[src/rtl/load_store_unit.sv]
// load_store_unit: MEM-stage load/store controller sitting in front of a
// word-wide data memory whose read data is registered (valid one cycle after
// dm_rd). Byte/half/word loads are lane-extracted and sign/zero-extended.
// Sub-word stores are done as read-modify-write because the memory only
// writes whole words.
//
// Optional feature macro: LSU_ALIGN_CHECK_EN
//   defined   : misaligned or out-of-range requests take an error response
//   undefined : offsets are forced to natural alignment, upper address bits
//               are ignored, resp_err is tied low and no error state exists
module load_store_unit #(
  parameter int ADDR_W = 7
) (
  input  logic              clk,
  input  logic              rst_n,
  input  logic              req_valid,
  output logic              req_ready,
  input  logic              req_we,
  input  logic [1:0]        req_size,
  input  logic              req_signed,
  input  logic [31:0]       req_addr,
  input  logic [31:0]       req_wdata,
  output logic              resp_valid,
  output logic [31:0]       resp_rdata,
  output logic              resp_err,
  output logic [ADDR_W-1:0] dm_addr,
  output logic              dm_rd,
  output logic              dm_wr,
  output logic [31:0]       dm_wdata,
  input  logic [31:0]       dm_rdata
);

  typedef enum logic [2:0] {
    S_IDLE = 3'd0,
    S_RD   = 3'd1,
    S_CAP  = 3'd2,
    S_WR   = 3'd3
`ifdef LSU_ALIGN_CHECK_EN
    , S_ERR = 3'd4
`endif
  } state_t;

  state_t state, next_state;

  // Request fields captured on acceptance
  logic        q_we;
  logic        q_word;
  logic        q_half;
  logic        q_signed;
  logic [1:0]  q_off;
  logic [31:0] q_wdata;

  logic        req_word;
  logic        req_half;
  logic [1:0]  req_off;
  logic [7:0]  lane_byte;
  logic [15:0] lane_half;
  logic [31:0] load_data;
  logic [31:0] merge_data;

  // Size 11 is handled exactly like a word access.
  assign req_word = req_size[1];
  assign req_half = (req_size == 2'b01);

`ifdef LSU_ALIGN_CHECK_EN
  logic req_bad;
  assign req_bad = (req_half && req_addr[0])
                || (req_word && (req_addr[1:0] != 2'b00))
                || (req_addr[31:ADDR_W+2] != '0);
`else
  // Upper address bits are intentionally dropped in this build.
  logic unused_addr_bits;
  assign unused_addr_bits = |req_addr[31:ADDR_W+2];
`endif

  // dm strobes and ready come straight from the state register only.
  assign req_ready = (state == S_IDLE);
  assign dm_rd     = (state == S_RD);
  assign dm_wr     = (state == S_WR);

  // Force the in-word offset to the natural alignment of the access size
  always_comb begin
    // NOTE: every variable assigned in always_comb gets a default first so no latch is inferred.
    req_off = req_addr[1:0];
    if (req_word)      req_off = 2'b00;
    else if (req_half) req_off[0] = 1'b0;
  end

  // State register
  always_ff @(posedge clk or negedge rst_n) begin
    // NOTE: sequential state uses non-blocking assignments so all flops update together at the edge.
    if (!rst_n) state <= S_IDLE;
    else        state <= next_state;
  end

  // Next-state decode
  always_comb begin
    next_state = state;
    case (state)
      S_IDLE: begin
        if (req_valid) begin
`ifdef LSU_ALIGN_CHECK_EN
          if (req_bad)                   next_state = S_ERR;
          else
`endif
          if (!req_we || !req_word)      next_state = S_RD;
          else                           next_state = S_WR;
        end
      end
      S_RD:    next_state = S_CAP;
      S_CAP:   next_state = q_we ? S_WR : S_IDLE;
      S_WR:    next_state = S_IDLE;
`ifdef LSU_ALIGN_CHECK_EN
      S_ERR:   next_state = S_IDLE;
`endif
      default: next_state = S_IDLE;
    endcase
  end

  // Lane extraction for loads and lane merge for sub-word stores
  always_comb begin
    lane_byte  = dm_rdata[{q_off, 3'b000} +: 8];
    lane_half  = dm_rdata[{q_off[1], 4'b0000} +: 16];
    load_data  = dm_rdata;
    merge_data = dm_rdata;
    if (q_half) begin
      load_data = {{16{q_signed & lane_half[15]}}, lane_half};
      merge_data[{q_off[1], 4'b0000} +: 16] = q_wdata[15:0];
    end else if (!q_word) begin
      load_data = {{24{q_signed & lane_byte[7]}}, lane_byte};
      merge_data[{q_off, 3'b000} +: 8] = q_wdata[7:0];
    end
  end

  // Request capture, dm address/data registers and response generation
  always_ff @(posedge clk or negedge rst_n) begin
    if (!rst_n) begin
      q_we       <= 1'b0;
      q_word     <= 1'b0;
      q_half     <= 1'b0;
      q_signed   <= 1'b0;
      q_off      <= 2'b00;
      q_wdata    <= 32'h0;
      dm_addr    <= '0;
      dm_wdata   <= 32'h0;
      resp_valid <= 1'b0;
      resp_rdata <= 32'h0;
    end else begin
      resp_valid <= 1'b0;
      resp_rdata <= 32'h0;
      case (state)
        S_IDLE: begin
          if (req_valid) begin
            q_we     <= req_we;
            q_word   <= req_word;
            q_half   <= req_half;
            q_signed <= req_signed;
            q_off    <= req_off;
            q_wdata  <= req_wdata;
            dm_addr  <= req_addr[ADDR_W+1:2];
            if (req_we && req_word) dm_wdata <= req_wdata;
          end
        end
        S_CAP: begin
          if (q_we) begin
            dm_wdata <= merge_data;
          end else begin
            resp_valid <= 1'b1;
            resp_rdata <= load_data;
          end
        end
        S_WR: resp_valid <= 1'b1;
`ifdef LSU_ALIGN_CHECK_EN
        S_ERR: resp_valid <= 1'b1;
`endif
        default: ;
      endcase
    end
  end

`ifdef LSU_ALIGN_CHECK_EN
  // Error flag accompanies the response pulse of a rejected request
  always_ff @(posedge clk or negedge rst_n) begin
    if (!rst_n) resp_err <= 1'b0;
    else        resp_err <= (state == S_ERR);
  end
`else
  assign resp_err = 1'b0;
`endif

endmodule

[config.mk]
export PLATFORM = sky130hd
export DESIGN_NAME = load_store_unit
export DESIGN_NICKNAME = d
export VERILOG_FILES = /design/src/rtl/load_store_unit.sv
export SDC_FILE = /design/constraint.sdc
export NUM_CORES = 1
export LEC_CHECK = 0
export CAP_MARGIN = 20
export CORE_MARGIN = 4
export CORE_UTILIZATION = 46
export CTS_CLUSTER_DIAMETER = 80
export CTS_CLUSTER_SIZE = 10
export DETAILED_ROUTE_END_ITERATION = 8
export PLACE_DENSITY = 0.91
export SYNTH_ARGS = -nofsm -noshare
export SYNTH_HDL_FRONTEND = slang
export SYNTH_SLANG_ARGS = --single-unit
[constraint.sdc]
create_clock -name clk -period 3.05 [get_ports clk]
set_clock_uncertainty 0.2 [all_clocks]
set_input_delay 0.61 -clock clk [delete_from_list [all_inputs] [get_ports clk]]
set_output_delay 0.61 -clock clk [all_outputs]
set_load 0.005 [all_outputs]
==> impl_metrics.env, run 1 <==
export IMPL_synth_edff_count=0
export IMPL_cts_tree="done"
export IMPL_finalCriticalPeriod_ns=2.50
export IMPL_synth_commonest_cells="96 x dfrtp_1, 73 x nor2_1, 57 x mux2_2"
export IMPL_timing_slew_headroom_pct=45.0
export IMPL_wl_per_cell_um=21.5
export IMPL_pre_cts_ws_ns=0.389
export IMPL_drt_iter0_drc=386
export IMPL_reg2reg_depth=5
export IMPL_drive_gt1_share_pct=15.2
export IMPL_yosysSeqAreaShare_pct=47.7
export IMPL_grt_pass1_vias=4672
export IMPL_synth_top_cells_by_area="dfrtp_1 48%, mux2_2 13%, nor2_1 5.4%"
export IMPL_path_buf_inv=1
export IMPL_leakage_nw=2.79
export IMPL_cap_violations=0
export IMPL_place_hpwl_um=11900
export IMPL_die_width_um=113
export IMPL_cts_resized=0
export IMPL_grt_overflow=0
export IMPL_dieArea_mm2=0.0127
export IMPL_synth_top_cell_by_area="dfrtp_1"
export IMPL_row_count=37
export IMPL_path_clk_slew_ns=0.10
export IMPL_gp_congestion=0.878
export IMPL_ys_types=46
export IMPL_hold_viol=0
export IMPL_path_depth=2
export IMPL_critical_path_top_delay_family="buffers and inverters"
export IMPL_critPathKind="reg -> out"
export IMPL_holdBufCountCts=0
export IMPL_grt_max_degree=63
export IMPL_clk_latency_ns=0.35
export IMPL_clockBufferDepth=2
export IMPL_ctsHtreeMaxLevel=3
export IMPL_crit_arrival_ns=1.69
export IMPL_start_util_pct=48.0
export IMPL_cp_end_kind="primary output"
export IMPL_cts_sinks=96
export IMPL_setup_viol=0
export IMPL_synth_net_count=590
export IMPL_holdCritPathClass="in -> async"
export IMPL_io_buffers=154
export IMPL_die_h_um=113
export IMPL_ys_warn_count=0
export IMPL_worst_hold_slack_ns=0.123
export IMPL_route_detailed_drc=0
export IMPL_synth_most_common_cell="dfrtp_1"
export IMPL_coreArea_mm2=0.0105
export IMPL_rsz0062_at_grt="no"
export IMPL_power_density_mw_per_mm2=968
export IMPL_cts_setup_buffers=0
export IMPL_timing_fmax_mhz=400
export IMPL_num_vias=4622
export IMPL_n_fill_cell=795
export IMPL_maxSlewViolCount=0
export IMPL_ioPinCount=179
export IMPL_synthCells=482
export IMPL_rrSetupSlack_ns=0.80
export IMPL_path_cells="nor2_1 > clkdlybuf4s50_1"
export IMPL_fin_crit_sh_pct=82.0
export IMPL_synth_ff_type="dfrtp_1"
export IMPL_cp_slowest_cell="clkdlybuf4s50_1"
export IMPL_cpPeakStageDelay_ns=0.56
export IMPL_status="completed"
export IMPL_vdd_drop_max_uv=456
export IMPL_grt_first_pass_wirelength_um=25200
export IMPL_cts_buffers=9
export IMPL_synth_seq_cells=96
export IMPL_area_growth_pct=35.4
export IMPL_clock_root_buffer="clkbuf_8"
export IMPL_cp_required_ns=2.24
export IMPL_worst_slew_pin_slew_ns=0.825
export IMPL_grt_use_total_pct=25.0
export IMPL_syn_area_mm2=0.00504
export IMPL_worst_path_max_fanout=12
export IMPL_ant_nets=0
export IMPL_num_antenna_cells=0
export IMPL_fin_setup_tns_ns=0
export IMPL_dr_pass1_iters=5
export IMPL_yosysTopAreaCellShare_pct=47.7
export IMPL_start_kind="register"
export IMPL_worst_slack_ns=0.550
export IMPL_vias_per_cell=6.09
export IMPL_async_flop_share_pct=100
export IMPL_layout_nets=727
export IMPL_synth_area_per_cell_um2=10.5
export IMPL_wl_um=16300
export IMPL_antenna_found_initial=0
## layer usage
layer	up-vias	track usage, %	part of all wire, %
met4	0	7.29	2.1
met2	285	40.1	48
li1	2056	-	-
met5	-	0	0
met3	29	4.69	9.0
met1	2252	34.5	41
## path summary, 6_finish.rpt
check / startpoint / end
worst min-delay path: rst_n / resp_rdata[28]$_DFF_PN0_
worst max-delay path: state[1]$_DFFE_PN0P_ / req_ready
worst min register to register: dm_addr[3]$_DFFE_PN0P_ / dm_addr[3]$_DFFE_PN0P_
max in group asynchronous: rst_n / dm_wdata[13]$_DFFE_PN0P_
worst max register to register: q_off[1]$_DFFE_PN0P_ / resp_rdata[28]$_DFF_PN0_
min in group clk: dm_addr[3]$_DFFE_PN0P_ / dm_addr[3]$_DFFE_PN0P_
## registers in the layout, summed over array words and instances (netlist names), 2 cells and up
signal	cells
q_wdata	16
dm_wdata	32
resp_rdata	32
state	2
dm_addr	7
q_off	2
## cell type report
cell class                 count  area (um2)  area share [%]
sequential                    96        2400            35.2
multi-input combinational    344        2400            35.2
timing repair buffer         164        1640            24.0
tap                          136         170            2.49
clock buffer                  11         141            2.07
clock inverter                 4        53.8           0.788
inverter                       4        15.0           0.220
## metrics by stage
step | std cells | power [mW] | area, um2 | utilization (%)
after floorplan | 482 | 4.22 | 5040 | -
after global placement | 744 | 5.60 | 6630 | 63.1
after detailed placement | 744 | 5.74 | 6630 | 63.1
after CTS | 759 | 6.60 | 6820 | 64.9
after global routing | 759 | 6.98 | 6820 | 64.9
final | 759 | 6.61 | 6820 | 64.9
## cell usage in the layout (no fill, tap or decap), drive strengths merged, types with 2 or more instances in the layout
cell type | netlist | final
clkdlybuf4s50 | 0 | 153
dfrtp | 96 | 96
nor2 | 73 | 73
mux2 | 57 | 57
o22ai | 33 | 33
nor3 | 32 | 32
a221oi | 32 | 32
nand2 | 25 | 25
o21ai | 13 | 13
mux2i | 12 | 12
a21oi | 12 | 12
clkbuf | 7 | 11
buf | 31 | 11
nand2b | 7 | 7
o211a | 7 | 7
o221ai | 5 | 5
ha | 5 | 5
inv | 3 | 4
nor2b | 3 | 3
o221a | 3 | 3
nand3b | 3 | 3
and4b | 2 | 2
and3 | 2 | 2
a31oi | 2 | 2
clkinvlp | 0 | 2
nor3b | 2 | 2
## cells by family (layout without fill, tap and decap cells)
kind of cell / count (synthesis) / in the layout / synth area share, %
and+or+nand+nor: 157 / 157 / 14.4
AOI/OAI and AO/OA: 112 / 112 / 16.8
DFF: 96 / 96 / 47.7
muxes: 69 / 69 / 15.1
buffers and inverters: 42 / 183 / 4.72
adders and majority gates: 5 / 5 / 1.24
other: 1 / 1 / 0.0744
## power breakdown
part,total (mW),switching (mW),leakage (nW),internal [mW]
logic,3.38,1.55,1.52,1.84
clock network,0.848,0.446,0.0920,0.401
registers,2.37,0.523,1.17,1.85
## worst reg2reg max path: stages (launching register included)
cell	delay (ns)
dfrtp_2	0.38
buf_4	0.34
mux2i_1	0.37
o22ai_1	0.16
o21ai_2	0.53
nor2_1	0.14
Power figures use the tool's default switching activity.
==> run 2, diff against run 1 <==
==> constraint.sdc (replaced) <==
create_clock -name clk -period 2.5 [get_ports clk]
set_clock_uncertainty 0.2 [all_clocks]
set_input_delay 0.5 -clock clk [delete_from_list [all_inputs] [get_ports clk]]
set_output_delay 0.5 -clock clk [all_outputs]
set_load 0.005 [all_outputs]
==> impl_metrics.env, run 2 (same netlist as run 1, synthesis figures left out) <==
export IMPL_cts_sinks=96
export IMPL_grt_overflow=0
export IMPL_holdCritPathClass="in -> async"
export IMPL_timing_slew_headroom_pct=65.2
export IMPL_status="complete, but fails checks"
export IMPL_start_util_pct=48.0
export IMPL_antenna_found_initial=0
export IMPL_worst_slew_pin_slew_ns=0.521
export IMPL_coreArea_mm2=0.0105
export IMPL_num_antenna_cells=0
export IMPL_dp_cells=751
export IMPL_worst_hold_slack_ns=-0.0203
export IMPL_final_common_cell="clkdlybuf4s50_1"
export IMPL_vias_per_cell=6.11
export IMPL_grt_max_degree=97
export IMPL_cp_required_ns=1.80
export IMPL_clockBufferDepth=2
export IMPL_cts_buffers=9
export IMPL_layout_nets=734
export IMPL_holdBufCountCts=0
export IMPL_gp_congestion=0.889
export IMPL_clk_latency_ns=0.37
export IMPL_ant_nets=0
export IMPL_row_count=37
export IMPL_start_kind="register"
export IMPL_dieArea_mm2=0.0127
export IMPL_r2r_start="q_off[0]$_DFFE_PN0P_"
export IMPL_num_vias=4678
export IMPL_crit_start="state[0]$_DFFE_PN0P_"
export IMPL_die_width_um=113
export IMPL_ioPinCount=179
export IMPL_grt_use_total_pct=25.8
export IMPL_die_h_um=113
export IMPL_power_density_mw_per_mm2=1160
export IMPL_critPathKind="reg -> out"
export IMPL_finalCriticalPeriod_ns=2.41
export IMPL_place_hpwl_um=12100
export IMPL_area_growth_pct=36.5
export IMPL_cts_resized=0
export IMPL_drt_iter0_drc=372
export IMPL_final_cell_mix="153 x clkdlybuf4s50_1, 95 x dfrtp_1, 73 x nor2_1, 57 x mux2_2, 33 x o22ai_1"
export IMPL_fin_setup_tns_ns=0
export IMPL_timing_fmax_mhz=415
export IMPL_fin_cells=766
export IMPL_pre_cts_ws_ns=0.171
export IMPL_path_clk_slew_ns=0.09
export IMPL_clock_root_buffer="clkbuf_8"
export IMPL_hold_viol=14
export IMPL_setup_viol=0
export IMPL_cts_setup_buffers=0
export IMPL_utilization_pct=65.5
export IMPL_dr_pass1_iters=5
export IMPL_crit_arrival_ns=1.71
export IMPL_cp_end_kind="primary output"
export IMPL_worst_slack_ns=0.0922
export IMPL_vdd_drop_max_uv=598
export IMPL_maxSlewViolCount=0
export IMPL_largestRegisters="dm_wdata (32), resp_rdata (32), q_wdata (16)"
export IMPL_io_buffers=154
export IMPL_p_total_mw=8.01
export IMPL_ctsHtreeMaxLevel=3
export IMPL_fin_crit_sh_pct=96.3
export IMPL_wl_per_cell_um=21.3
export IMPL_leakage_nw=2.82
export IMPL_cts_tree="done"
export IMPL_wl_um=16300
export IMPL_worst_path_max_fanout=8
export IMPL_grt_first_pass_wirelength_um=25900
export IMPL_drive_gt1_share_pct=16.2
export IMPL_route_detailed_drc=0
export IMPL_grt_pass1_vias=4721
export IMPL_violations="hold timing"
export IMPL_rsz0062_at_grt="no"
export IMPL_cap_violations=0
-- run 2: cell type report --
type,count,area (um2)
fill,810,3630
sequential,96,2400
multi-input combinational,344,2400
timing repair buffer,171,1730
tap,136,170
clock buffer,10,128
clock inverter,5,33.8
inverter,4,15.0
-- run 2: stage by stage --
| step | hold WS (ns) | cell area, um2 |
|---|---|---|
| 6_report | -0.0203 | 6880 |
| 5_1_grt | 0.0295 | 6880 |
| 4_1_cts | 0.00861 | 6880 |
| 3_5_place_dp | 0.293 | 6720 |
| 3_3_place_gp | 0.289 | 6720 |
| 2_1_floorplan | 0.00441 | 5040 |
-- run 2: per-layer routing --
metal	global-route usage (%)	part of all wire, %	up-vias	wire length [um]
li1	-	-	2062	-
met1	35.3	40	2238	6510
met2	40.7	47	333	7630
met3	5.82	11	45	1760
met4	8.33	2.6	0	432
met5	0	0	-	0
-- run 2: worst paths after layout --
kind	endpoint	slack, ns	cells past startpoint
setup reg to reg	dm_wdata[10]$_DFFE_PN0P_	0.34	6
max in group asynchronous	q_off[1]$_DFFE_PN0P_	1.73	2
min in group clk	dm_addr[1]$_DFFE_PN0P_	0.31	1
hold reg to reg	dm_addr[1]$_DFFE_PN0P_	0.31	1
hold / removal	resp_rdata[16]$_DFF_PN0_	-0.02	2
setup / recovery	dm_rd	0.09	3
-- run 2: critical path: stages (launching register included) --
cell,delay [ns]
dfrtp_1,0.51
inv_1,0.13
nor2_1,0.14
clkdlybuf4s50_1,0.56
-- run 2: power by group --
| part | internal [mW] | leakage (nW) | switching [mW] |
|---|---|---|---|
| clock | 0.357 | 0.0785 | 0.543 |
| sequential | 2.26 | 1.17 | 0.621 |
| combinational | 2.30 | 1.57 | 1.92 |
==> run 3, diff against run 2 <==
--- a/config.mk
+++ b/config.mk
@@ -6,7 +6,6 @@
 export NUM_CORES = 1
 export LEC_CHECK = 0
 export CAP_MARGIN = 20
-export CORE_MARGIN = 4
 export CORE_UTILIZATION = 46
 export CTS_CLUSTER_DIAMETER = 80
 export CTS_CLUSTER_SIZE = 10
==> impl_metrics.env, run 3 (same netlist as run 1, synthesis figures left out) <==
export IMPL_ant_nets=0
export IMPL_grt_pass1_vias=4887
export IMPL_seq_area_mm2=0.00240
export IMPL_die_width_um=107
export IMPL_layout_nets=734
export IMPL_cap_violations=0
export IMPL_die_h_um=107
export IMPL_grt_max_degree=45
export IMPL_vdd_drop_max_uv=549
export IMPL_row_count=37
export IMPL_clock_root_buffer="clkbuf_8"
export IMPL_place_hpwl_um=11700
export IMPL_path_cells="inv_1 > nor2_1 > clkdlybuf4s50_1"
export IMPL_area_growth_pct=36.9
export IMPL_timing_slew_headroom_pct=47.3
export IMPL_status="completed"
export IMPL_dieArea_mm2=0.0114
export IMPL_cts_buffers=9
export IMPL_worst_slew_pin_slew_ns=0.790
export IMPL_setup_viol=0
export IMPL_gp_congestion=0.885
export IMPL_grt_first_pass_wirelength_um=25200
export IMPL_rsz0062_at_grt="no"
export IMPL_io_buffers=154
export IMPL_largestRegisters="dm_wdata (32), resp_rdata (32), q_wdata (16)"
export IMPL_cts_sinks=96
export IMPL_clockBufferDepth=2
export IMPL_wl_um=16000
export IMPL_crit_arrival_ns=1.66
export IMPL_vias_per_cell=6.20
export IMPL_maxSlewViolCount=0
export IMPL_route_detailed_drc=0
export IMPL_final_cell_mix="153 x clkdlybuf4s50_1, 95 x dfrtp_1, 73 x nor2_1, 57 x mux2_2, 33 x o22ai_1"
export IMPL_cp_required_ns=1.80
export IMPL_fin_setup_tns_ns=0
export IMPL_multi_input_area_mm2=0.00240
export IMPL_cts_setup_buffers=0
export IMPL_cts_resized=0
export IMPL_coreArea_mm2=0.0105
export IMPL_grt_overflow=0
export IMPL_wl_per_cell_um=20.9
export IMPL_ctsHtreeMaxLevel=3
export IMPL_cp_end_kind="primary output"
export IMPL_leakage_nw=2.83
export IMPL_path_clk_slew_ns=0.10
export IMPL_antenna_found_initial=0
export IMPL_grt_use_total_pct=29.0
export IMPL_drive_gt1_share_pct=16.2
export IMPL_ioPinCount=179
export IMPL_reg2reg_depth=6
export IMPL_num_antenna_cells=0
export IMPL_utilization_pct=66.0
export IMPL_cpPeakStageDelay_ns=0.53
export IMPL_critPathKind="reg -> out"
export IMPL_start_util_pct=48.2
export IMPL_timing_fmax_mhz=425
export IMPL_finalCriticalPeriod_ns=2.36
export IMPL_cp_slowest_cell="dfrtp_1"
export IMPL_worst_path_max_fanout=8
export IMPL_fin_crit_sh_pct=94.2
export IMPL_n_fill_cell=827
export IMPL_dr_pass1_iters=5
export IMPL_power_density_mw_per_mm2=1180
export IMPL_cts_tree="done"
export IMPL_start_kind="register"
export IMPL_hold_viol=0
export IMPL_num_vias=4750
export IMPL_holdCritPathClass="reg -> reg"
export IMPL_final_common_cell="clkdlybuf4s50_1"
export IMPL_hold_depth=1
export IMPL_clk_latency_ns=0.36
export IMPL_drt_iter0_drc=407
run 3: cell type report:
class | count | area share [%]
Timing Repair Buffer | 171 | 24.9
Clock inverter | 6 | 0.997
Clock buffer | 9 | 1.79
Inverter | 4 | 0.218
Multi-Input combinational cell | 344 | 34.8
Sequential cell | 96 | 34.8
Tap cell | 136 | 2.47
run 3: worst paths after layout:
kind	startpoint	to	slack [ns]
min in group asynchronous	rst_n	dm_addr[1]$_DFFE_PN0P_	0.47
max in group asynchronous	rst_n	dm_wdata[25]$_DFFE_PN0P_	0.98
max	state[0]$_DFFE_PN0P_	dm_rd	0.14
max reg2reg	q_off[1]$_DFFE_PN0P_	dm_wdata[10]$_DFFE_PN0P_	0.24
min	dm_addr[1]$_DFFE_PN0P_	dm_addr[1]$_DFFE_PN0P_	0.32
min reg2reg	dm_addr[1]$_DFFE_PN0P_	dm_addr[1]$_DFFE_PN0P_	0.32
run 3: power by group:
group | total (mW) | internal [mW] | leakage [nW] | switching (mW)
Combinational | 4.13 | 2.28 | 1.56 | 1.85
Sequential | 2.96 | 2.26 | 1.17 | 0.702
Clock | 1.02 | 0.465 | 0.0961 | 0.559
run 3: critical path: cells and delay by family (launching register included):
| family | cells | cell delay (ns) |
|---|---|---|
| flip-flops | 1 | 0.53 |
| buffers and inverters | 2 | 0.65 |
| AND/OR/NAND/NOR | 1 | 0.11 |
run 3: through the flow:
stage          std cells  setup WS, ns  total power, mW  hold slack, ns  cell area (um2)
6_report             766         0.144             8.12           0.318             6900
5_1_grt              766        0.0667             8.61           0.347             6900
4_1_cts              766         0.141             8.08           0.321             6900
3_5_place_dp         750         0.141             7.04           0.298             6700
3_3_place_gp         750         0.216             6.82           0.286             6700
2_1_floorplan        482         0.236             5.15         0.00441             5040
run 3: layer usage:
layer / track usage [%] / wire length, um
met2: 47.7 / 7780
met3: 6.38 / 1570
met5: 0 / 0
met4: 11.0 / 380
met1: 37.5 / 6260
run 3: repair_timing:
| item | 4_1_cts | 5_1_grt |
|---|---|---|
| hold buffers | 1 | 0 |
| endpoints found under the hold margin | 42 | 0 |
| setup endpoints to repair | 0 | 0 |
